**config.mk**
```make
export PLATFORM = sky130hd
export DESIGN_NAME = nbit_seq_addsub
export DESIGN_NICKNAME = d
export VERILOG_FILES = /design/src/rtl/nbit_seq_addsub.sv
export SDC_FILE = /design/constraint.sdc
export NUM_CORES = 1
export LEC_CHECK = 0
export CAP_MARGIN = 20
export CORE_MARGIN = 3
export CORE_UTILIZATION = 60
export CTS_CLUSTER_DIAMETER = 150
export DETAILED_ROUTE_END_ITERATION = 6
export DONT_BUFFER_PORTS = 1
export GPL_TIMING_DRIVEN = 0
export PLACE_DENSITY = 0.77
export SLEW_MARGIN = 20
export SYNTH_ARGS = -nofsm -noshare
export SYNTH_HDL_FRONTEND = slang
export SYNTH_SLANG_ARGS = --single-unit
```
**constraint.sdc**
```tcl
create_clock -name clk -period 4.3 [get_ports clk]
set_clock_uncertainty 0.05 [all_clocks]
set_input_delay 0.86 -clock clk [delete_from_list [all_inputs] [get_ports clk]]
set_output_delay 0.86 -clock clk [all_outputs]
set_load 0.02 [all_outputs]
```
**src/rtl/nbit_seq_addsub.sv**
```systemverilog
// nbit_seq_addsub: sequential N-bit adder/subtractor that ripples K bits per RUN cycle.
// Operands are latched on start, so input changes during RUN cannot disturb the result.
module nbit_seq_addsub #(
    parameter int N = 8,
    parameter int K = 2
) (
    input  logic         clk,
    input  logic         rst_n,
    input  logic         start,
    input  logic         sub,
    input  logic [N-1:0] a,
    input  logic [N-1:0] b,
    input  logic         cin,
    output logic         busy,
    output logic         done,
    output logic [N-1:0] s,
    output logic         cout,
    output logic         ovf,
    output logic         zero
);
    localparam int M  = N / K;
    localparam int IW = (M > 1) ? $clog2(M) : 1;

    typedef enum logic [1:0] {IDLE, RUN, DONE} state_t;

    state_t         r_state;
    state_t         w_state_nxt;
    logic [N-1:0]   r_a;
    logic [N-1:0]   r_b;
    logic [N-1:0]   r_s;
    logic [N-1:0]   w_s_nxt;
    logic           r_c;
    logic [IW-1:0]  r_idx;
    logic           r_cout;
    logic           r_ovf;
    logic           r_zero;
    logic [K-1:0]   w_ach;
    logic [K-1:0]   w_bch;
    logic [K:0]     w_sum;
    logic           w_last;

    assign w_ach  = r_a[int'(r_idx)*K +: K];
    assign w_bch  = r_b[int'(r_idx)*K +: K];
    assign w_sum  = {1'b0, w_ach} + {1'b0, w_bch} + (K+1)'(r_c);
    assign w_last = (r_idx == IW'(M - 1));

    always_comb begin
        w_s_nxt = r_s;
        w_s_nxt[int'(r_idx)*K +: K] = w_sum[K-1:0];
    end

    always_comb begin
        w_state_nxt = (r_state == IDLE) ? (start ? RUN : IDLE) :
                      (r_state == RUN)  ? (w_last ? DONE : RUN) : IDLE;
    end

    always_ff @(posedge clk or negedge rst_n) begin
        if (!rst_n) begin
            r_state <= IDLE;
            r_a     <= '0;
            r_b     <= '0;
            r_c     <= 1'b0;
            r_idx   <= '0;
            r_s     <= '0;
            r_cout  <= 1'b0;
            r_ovf   <= 1'b0;
            r_zero  <= 1'b0;
        end else begin
            r_state <= w_state_nxt;
            if (r_state == IDLE && start) begin
                r_a   <= a;
                r_b   <= b ^ {N{sub}};
                r_c   <= sub | cin;
                r_idx <= '0;
            end else if (r_state == RUN) begin
                r_s   <= w_s_nxt;
                r_c   <= w_sum[K];
                r_idx <= r_idx + IW'(1);
                // carry into the MSB is recovered as a^b^sum of that bit
                if (w_last) begin
                    r_cout <= w_sum[K];
                    r_ovf  <= w_ach[K-1] ^ w_bch[K-1] ^ w_sum[K-1] ^ w_sum[K];
                    r_zero <= (w_s_nxt == '0);
                end
            end
        end
    end

    assign busy = (r_state == RUN);
    assign done = (r_state == DONE);
    assign s    = r_s;
    assign cout = r_cout;
    assign ovf  = r_ovf;
    assign zero = r_zero;
endmodule
```
==> impl_results.md, run 1 <==
* Antenna violations before repair at 0
* Synth Register Bits at 32
* Synth warn at 0
* Number of max-cap violations at 0
* Syn nets at 186
* Most frequent cell after synthesis: dfrtp_1
* First-pass GRT wire length at 5.29 mm
* Main synth FF type: dfrtp_1
* Final nets at 193
* Status: finished clean
* Largest area contributor in the netlist: dfrtp_1
* Worst Setup Path Type: reg -> reg
* Cell variety after synth at 34
* Hold buffer count at CTS at 0
* ANT cells at 0
* Gpl congestion at 0.850
* Worst skew pair latency at 0.33 ns
* Slew @ Worst Pin at 0.398 ns
* Synthesized area at 1750 µm²
* Max-slew violations at 0
* Slew margin rel. at 73.4%
* CTS root buffer: clkbuf_4
* DRT antenna net count at 0
* P_leak at 0.842 nW
* Critical Path End Type: register
* DR pass1 iterations at 4
* Part of the cycle the worst path needs at 65.8%
* # clock sinks at 32
* Async SR Flop Fraction at 100%
* DR vias at 1,151
* Total CTS buffers at 5
* I/O Pins at 34
* Initial core utilization at 66.6%
* TNS Setup at 0 ns
* R2R Path Start: r_idx[0]
* Largest net degree at the start of global routing at 33
* Largest cells by area after synthesis: dfrtp_1, ha_1, xnor2_1
* Via/cell ratio at 5.93
* Area Overhead vs Synth at 5.49%
* TritonCTS clock tree: done
* Final setup viols at 0
* Initial DRC count at 28
* Peak supply drop at 0.675 mV
* DRC Markers at 0
* Worst-case clock buffer depth at 2
* Chip Height at 60.1 µm
* Die W at 60.1 µm
* Layout cells sized above 1 at 17.1%
* Post-synth EDFFs at 0
* FF-to-FF path depth at 9
* Vias in the first global route at 1,219
* Crit path time final at 2.83 ns
* Worst reg2reg endpoint: zero
* Most frequent cells after synthesis: dfrtp_1, nand2_1, inv_1, o21ai_0, nor2_1
* Final hold vios at 0
* Post_cts resized at 0
* Grt ovf at 0
* Worst EP required at 4.48 ns
* RSZ-0062 raised after global routing: no
* Die Footprint at 3610 µm²
* Post-Route WL at 3.14 mm
* Core area at 2640 µm²
* Overall power at 0.00167 W
* R2R Setup Slk at 1.47 ns
* Fillers at 199
* Hold Path Class: in -> async
* Pwr dens at 904 nW/µm²
* Tot GR Track Use at 20.1%
* Post-DP HPWL at 2.37 mm
* Drt wl/cell at 16.2 µm
* Max Clock Freq at 0.353 GHz
* Row count at 18
* Syn avg cell area at 11.2 µm²
* H-Tree Level Count at 2
* Crit-path max FO at 10
* Nature of the critical path startpoint: register
* Clock transition at path regs at 0.10 ns
* Post-CTS setup buffer count at 0
* Cells after synthesis at 156
* CP arrival at 3.01 ns
* IO Port Bufs at 0
* Sequential share of the synthesized area at 45.6%
* Synth top area share at 45.6%
flip-flops by register name (all words and copies together) (netlist names):
name,cells
r_a,8
r_b,8
s,8
r_idx,2
r_state,2
cout,1
ovf,1
r_c,1
zero,1
area by class of cell:
| class | instances | area [µm²] | share of cell area, % |
|---|---|---|---|
| Tap cell | 30 | 37.5 | 2.03 |
| Inverter | 12 | 45.0 | 2.43 |
| Buffer | 6 | 47.5 | 2.57 |
| Sequential cell | 32 | 801 | 43.3 |
| Clock buffer | 8 | 58.8 | 3.18 |
| Multi-Input combinational cell | 106 | 861 | 46.5 |
cell families (layout without fill, tap and decap cells):
logic type / count (synthesis) / in the layout / synth area share, %
AOI/OAI and AO/OA: 33 / 33 / 11.8
xor gates and xnor gates: 10 / 10 / 4.99
adders and majority gates: 9 / 9 / 7.28
buffers and inverters: 18 / 26 / 5.28
DFF: 32 / 32 / 45.6
muxes: 13 / 13 / 12.1
and+or+nand+nor: 41 / 41 / 12.9
per-stage QoR:
step / setup slack, ns / area [µm²] / util, % / instances / hold slack [ns]
2_1_floorplan: 1.70 / 1750 / - / 156 / 0.422
3_3_place_gp: 1.50 / 1790 / 68.0 / 186 / 0.435
3_5_place_dp: 1.48 / 1790 / 68.0 / 186 / 0.443
5_1_grt: 1.33 / 1850 / 70.2 / 194 / 0.132
6_report: 1.47 / 1850 / 70.2 / 194 / 0.160
4_1_cts: 1.46 / 1850 / 70.2 / 194 / 0.143
placed cells by master, fill, tap and decap left out, drive strengths merged:
| cell type | count |
|---|---|
| xnor2 | 10 |
| a31oi | 4 |
| a22o | 1 |
| o21bai | 2 |
| o211ai | 1 |
| o32a | 1 |
| mux2i | 1 |
| ha | 7 |
| dfrtp | 32 |
| fa | 2 |
| and3b | 1 |
| a41oi | 1 |
| o31ai | 1 |
| nand3b | 1 |
| nand4 | 2 |
| clkbuf | 8 |
| nor2b | 6 |
| nor3b | 2 |
| o21ai | 12 |
| buf | 6 |
| nor2 | 12 |
| a221oi | 1 |
| inv | 12 |
| nand2b | 2 |
| mux4 | 4 |
| nand2 | 13 |
| a21oi | 9 |
| nand3 | 2 |
| mux2 | 8 |
worst max-delay path by stage:
| stage | start | to | slack, ns | cells after the start |
|---|---|---|---|---|
| floorplan | r_idx[0] | zero | 1.70 | 9 |
| global placement | r_idx[0] | zero | 1.50 | 9 |
| detailed placement | r_idx[0] | zero | 1.48 | 9 |
| CTS | r_idx[0] | zero | 1.46 | 9 |
| global route | r_idx[0] | zero | 1.33 | 9 |
| finish | r_idx[0] | zero | 1.47 | 9 |
power by group:
part | internal, W | switching (W)
Clock | 0.0000806 | 0.0000963
Sequential | 0.000442 | 0.000153
Combinational | 0.000409 | 0.000492
Total | 0.000931 | 0.000742
layer usage:
layer | global-route usage, % | part of all wire (%) | up-vias
met3 | 7.78 | 6.6 | 7
met4 | 6.96 | 1.6 | 0
li1 | - | - | 551
met1 | 22.7 | 42 | 550
met2 | 34.3 | 50 | 43
met5 | 0 | 0 | -
critical path, cell delays in order, from the launching register on:
cell and delay (ns):
dfrtp_1 0.44, buf_6 0.18, mux4_1 0.58, fa_1 0.40, inv_1 0.08, fa_1 0.42
inv_1 0.19, a41oi_1 0.17, nand3_1 0.16, o31ai_2 0.06
(Power assumes the default switching activity.)
==> run 2, diff against run 1 <==
CORE_UTILIZATION = 56   (was 60)
PLACE_DENSITY = 0.75   (was 0.77)
clock period = 2.5 ns   (was 4.3 ns; I/O delays follow)
==> run 2 against run 1 <==
Net effect:
- flip-flop and latch count is the same
- sequential power grew 73%
- critical path depth is the same
- critical endpoint unchanged
- fmax grew 11%
- combinational power grew 120%
- clock power grew 78%
- register-to-register slack lost 1.5 ns
- the flow now finishes with violations (setup timing)
- critical path type unchanged
- worst hold slack gained 0.096 ns
- utilization shrank 1.6 points
==> impl_results.md, run 2 (synthesis results as in run 1) <==
* DR vias at 1,226
* Tot GR Track Use at 20.8%
* Row count at 19
* Antenna violations before repair at 0
* Peak supply drop at 1.04 mV
* Die W at 62.0 µm
* R2R Setup Slk at -0.05 ns
* TritonCTS clock tree: done
* TNS Setup at -0.0787 ns
* Commonest non-fill, non-tap cell in the layout: dfrtp_1
* Slew @ Worst Pin at 0.399 ns
* Part of the cycle the worst path needs at 102%
* CP Cell Sequence: buf_6 > mux4_2 > fa_2 > inv_2 > fa_1 > inv_2 > a41oi_2 > nand3_1 > o31ai_2
* Number of max-cap violations at 0
* CP max stage cell: mux4_2
* DRT antenna net count at 0
* Grt ovf at 0
* RSZ-0062 raised after global routing: yes
* Fillers at 200
* Pwr dens at 1700 nW/µm²
* Most frequent cells in the layout: dfrtp_1, nand2_1, buf_4, nor2_1
* Failing checks: setup timing
* Crit-path max FO at 5
* Hold_sp: a[2]
* H-Tree Level Count at 2
* Slowest stage delay, CP at 0.52 ns
* Final nets at 204
* Clock transition at path regs at 0.10 ns
* Setup slack after layout at -0.0497 ns
* R2R Path Start: r_idx[0]
* Final hold vios at 0
* Max-slew violations at 0
* Nature of the critical path startpoint: register
* Cell repeated most along the worst path: inv_2
* Slew margin rel. at 73.4%
* Via/cell ratio at 5.65
* DR pass1 iterations at 4
* I/O Pins at 34
* Worst Setup Path Type: reg -> reg
* Hold Path Class: in -> reg
* Initial DRC count at 87
* # clock sinks at 32
* Crit path time final at 2.55 ns
* Critical Path End Type: register
* Vias in the first global route at 1,223
* Gpl congestion at 0.840
* Total CTS buffers at 5
* Pre-CTS WS at -0.229 ns
* Final setup viols at 2
* Area Overhead vs Synth at 12.6%
* IO Port Bufs at 0
* ANT cells at 0
* Worst reg2reg endpoint: zero
* Cells on Worst Hold Path at 1
* Core area at 2880 µm²
* First-pass GRT wire length at 5.66 mm
* Post-DP HPWL at 2.39 mm
* Die Footprint at 3840 µm²
* Status: finished, violations left
* Max Clock Freq at 0.392 GHz
* Chip Height at 62.0 µm
* DRC Markers at 0
* Initial core utilization at 61.0%
* FF-to-FF path depth at 9
* Drt wl/cell at 16.1 µm
* CTS root buffer: clkbuf_4
* Layout cells sized above 1 at 26.9%
* Worst-case clock buffer depth at 2
* Post-Route WL at 3.50 mm
* CP arrival at 2.73 ns
* Worst hold endpoint: r_a[2]
* Worst EP required at 2.68 ns
* P_leak at 0.895 nW
* Largest net degree at the start of global routing at 33
* Worst skew pair latency at 0.34 ns
run 2: cell count changes in the layout (fill, tap and decap cells not counted), moves of 2 or more:
cell / previous run / this run
buf_4: 2 / 11
o21ai_0: 12 / 8
o21ai_1: 0 / 4
clkbuf_1: 2 / 0
clkinv_2: 0 / 2
inv_1: 12 / 10
inv_2: 0 / 2
mux4_1: 2 / 0
mux4_2: 2 / 4
run 2: what timing repair did:
action                                  in CTS  in global routing
hold buffers                                 2                  0
resized for setup                            3                  5
endpoints found under the setup margin       5                  5
buffers inserted                             6                  3
pin swaps                                    2                  2
endpoints found under the hold margin       32                  0
run 2: worst max-delay path: cells and delay by family (launching register included):
kind / cells / cell delay [ns]
compound gates: 2 / 0.20
fa+ha+maj: 2 / 0.81
buf+inv: 3 / 0.34
flops: 1 / 0.39
mux: 1 / 0.52
simple gates: 1 / 0.12
run 2: area by class of cell:
type	instances	area (µm²)	area share, %
buffer	6	47.5	2.41
clock buffer	6	51.3	2.60
clock inverter	2	10.0	0.507
inverter	12	45.0	2.28
multi-input combinational	106	870	44.0
sequential	32	801	40.6
tap	42	52.6	2.66
timing repair buffer	11	97.6	4.94
run 2: power breakdown:
group | leakage, nW | switching, W | total (W) | internal [W]
registers | 0.389 | 0.000269 | 0.00103 | 0.000759
logic | 0.468 | 0.00102 | 0.00202 | 0.000996
clock network | 0.0380 | 0.000182 | 0.000315 | 0.000134
run 2: worst max path at each step:
stage                        start  endpoint  slack (ns)  cells past startpoint
after floorplan           r_idx[0]      zero       0.004                      9
after global placement    r_idx[0]      zero       -0.21                      9
after detailed placement  r_idx[0]      zero       -0.23                      9
after CTS                 r_idx[0]       ovf       -0.03                      9
after global routing      r_idx[0]      zero       -0.15                     10
final                     r_idx[0]      zero       -0.05                      9
run 2: metal layers:
metal | up-vias | wire length, µm | track usage, %
li1 | 573 | - | -
met5 | - | 0 | 0
met1 | 603 | 1440 | 25.9
met2 | 40 | 1770 | 31.7
met3 | 10 | 194 | 7.85
met4 | 0 | 89 | 10.3
run 2: stage by stage:
| step | total power, W | std cells | hold slack (ns) | instance area, µm² | util [%] |
|---|---|---|---|---|---|
| after floorplan | 0.00228 | 156 | 0.154 | 1750 | - |
| after global placement | 0.00255 | 198 | 0.155 | 1800 | 62.5 |
| after detailed placement | 0.00261 | 198 | 0.155 | 1800 | 62.5 |
| after CTS | 0.00318 | 214 | 0.238 | 1950 | 67.6 |
| after global routing | 0.00362 | 217 | 0.223 | 1970 | 68.6 |
| final | 0.00336 | 217 | 0.256 | 1970 | 68.6 |
==> run 3, diff against run 2 <==
CORE_UTILIZATION = 47   (was 56)
PLACE_DENSITY = not set   (was 0.75)
==> run 3 against run 2 <==
Net effect:
- the run now ends clean
- non-clock buffer count fell by 5
- sequential share of layout area decreased by 0.12 points
- combinational power shrank 11%
- global-route usage is 3.0 points lower
==> impl_results.md, run 3 (synthesis results as in run 1) <==
* Max-slew violations at 0
* Worst skew pair latency at 0.29 ns
* CP arrival at 2.62 ns
* Most frequent cells in the layout: dfrtp_1, nand2_1, nor2_1
* Hold Path Class: in -> reg
* Cells on Worst Hold Path at 1
* Status: finished clean
* Multi-input gate area at 875 µm²
* Overall power at 0.00323 W
* Tot GR Track Use at 17.7%
* Chip Height at 67.1 µm
* ANT cells at 0
* FF-to-FF path depth at 9
* Grt ovf at 0
* Fillers at 314
* Via/cell ratio at 5.47
* TritonCTS clock tree: done
* DRT antenna net count at 0
* CTS root buffer: clkbuf_8
* Slew margin rel. at 72.6%
* Pre-CTS WS at -0.251 ns
* Final hold vios at 0
* Part of the cycle the worst path needs at 99.6%
* TNS Setup at 0 ns
* DR vias at 1,181
* Vias in the first global route at 1,266
* Met1 Wirelength at 1.37 mm
* Final setup viols at 0
* Commonest non-fill, non-tap cell in the layout: dfrtp_1
* Die Footprint at 4500 µm²
* Met2 Routed Length at 1.73 mm
* Crit path time final at 2.49 ns
* Clock transition at path regs at 0.07 ns
* First-pass GRT wire length at 5.84 mm
* Nature of the critical path startpoint: register
* Layout cells sized above 1 at 25.9%
* P_leak at 0.890 nW
* Setup slack after layout at 0.00895 ns
* # clock sinks at 32
* Area Overhead vs Synth at 13.1%
* IO Port Bufs at 0
* Post-Route WL at 3.36 mm
* Initial DRC count at 72
* Highest routed layer: met4
* Peak supply drop at 0.828 mV
* DRC Markers at 0
* Worst Setup Path Type: reg -> reg
* Die W at 67.1 µm
* Pwr dens at 1630 nW/µm²
* Worst-case clock buffer depth at 2
* Initial core utilization at 50.6%
* I/O Pins at 34
* FF+latch area at 802 µm²
* Max Clock Freq at 0.401 GHz
* R2R Setup Slk at 0.009 ns
* Worst EP required at 2.63 ns
* RSZ-0062 raised after global routing: yes
* Critical Path End Type: register
* Core area at 3470 µm²
* H-Tree Level Count at 2
* Post-DP HPWL at 2.45 mm
* Number of max-cap violations at 0
* Crit-path max FO at 5
* Drt wl/cell at 15.6 µm
* Slew @ Worst Pin at 0.410 ns
* Gpl congestion at 0.767
* Largest net degree at the start of global routing at 33
* Antenna violations before repair at 0
* Final nets at 199
* Row count at 21
* Total CTS buffers at 5
* Routed wl met3 at 223 µm
* DR pass1 iterations at 4
[run 3: cell count changes in the layout (fill, tap and decap cells not counted), sizes merged]
cell	change
buf	-5
[run 3: through the flow]
step	instances	hold WS [ns]	utilization (%)	cell area, µm²
after floorplan	156	0.154	-	1750
after global placement	202	0.155	52.0	1800
after detailed placement	202	0.155	52.0	1800
after CTS	216	0.302	57.0	1980
after global routing	216	0.293	57.2	1980
final	216	0.307	57.2	1980
[run 3: metal layers]
layer	track usage, %	up-vias
li1	-	558
met1	21.1	588
met2	29.1	30
met3	6.75	5
met4	6.08	0
met5	0	-
[run 3: final timing paths]
kind                           from  endpoint
hold reg to reg              r_a[7]    r_a[7]
hold / removal                 a[1]    r_a[1]
max in group asynchronous     rst_n  r_idx[0]
min in group asynchronous     rst_n       ovf
setup reg to reg           r_idx[0]       ovf
setup / recovery           r_idx[0]       ovf
[run 3: critical path: stages (launching register included)]
cell,delay [ns]
dfrtp_2,0.39
buf_8,0.12
mux4_2,0.51
fa_2,0.37
inv_2,0.06
fa_1,0.43
inv_2,0.14
buf_4,0.13
xnor2_1,0.11
o21ai_1,0.07
[run 3: power by group]
part	total, W	switching [W]	leakage, nW	internal [W]
Combinational	0.00179	0.000940	0.451	0.000850
Clock	0.000411	0.000192	0.0510	0.000219
Sequential	0.00103	0.000264	0.388	0.000763
Total	0.00323	0.00140	0.890	0.00183
[run 3: repair_timing]
item                                   4_1_cts  5_1_grt
setup endpoints to repair                    5        5
pin swaps                                    3        3
buffers inserted                             4        0
resized for setup                            8        3
endpoints found under the hold margin       32        0
hold buffers                                 2        0
[run 3: cell type report]
cell class	count	share of cell area, %
clock buffer	6	4.16
sequential	32	40.4
buffer	6	2.59
clock inverter	2	0.505
multi-input combinational	106	44.1
inverter	12	2.27
tap	46	2.90
timing repair buffer	6	3.03
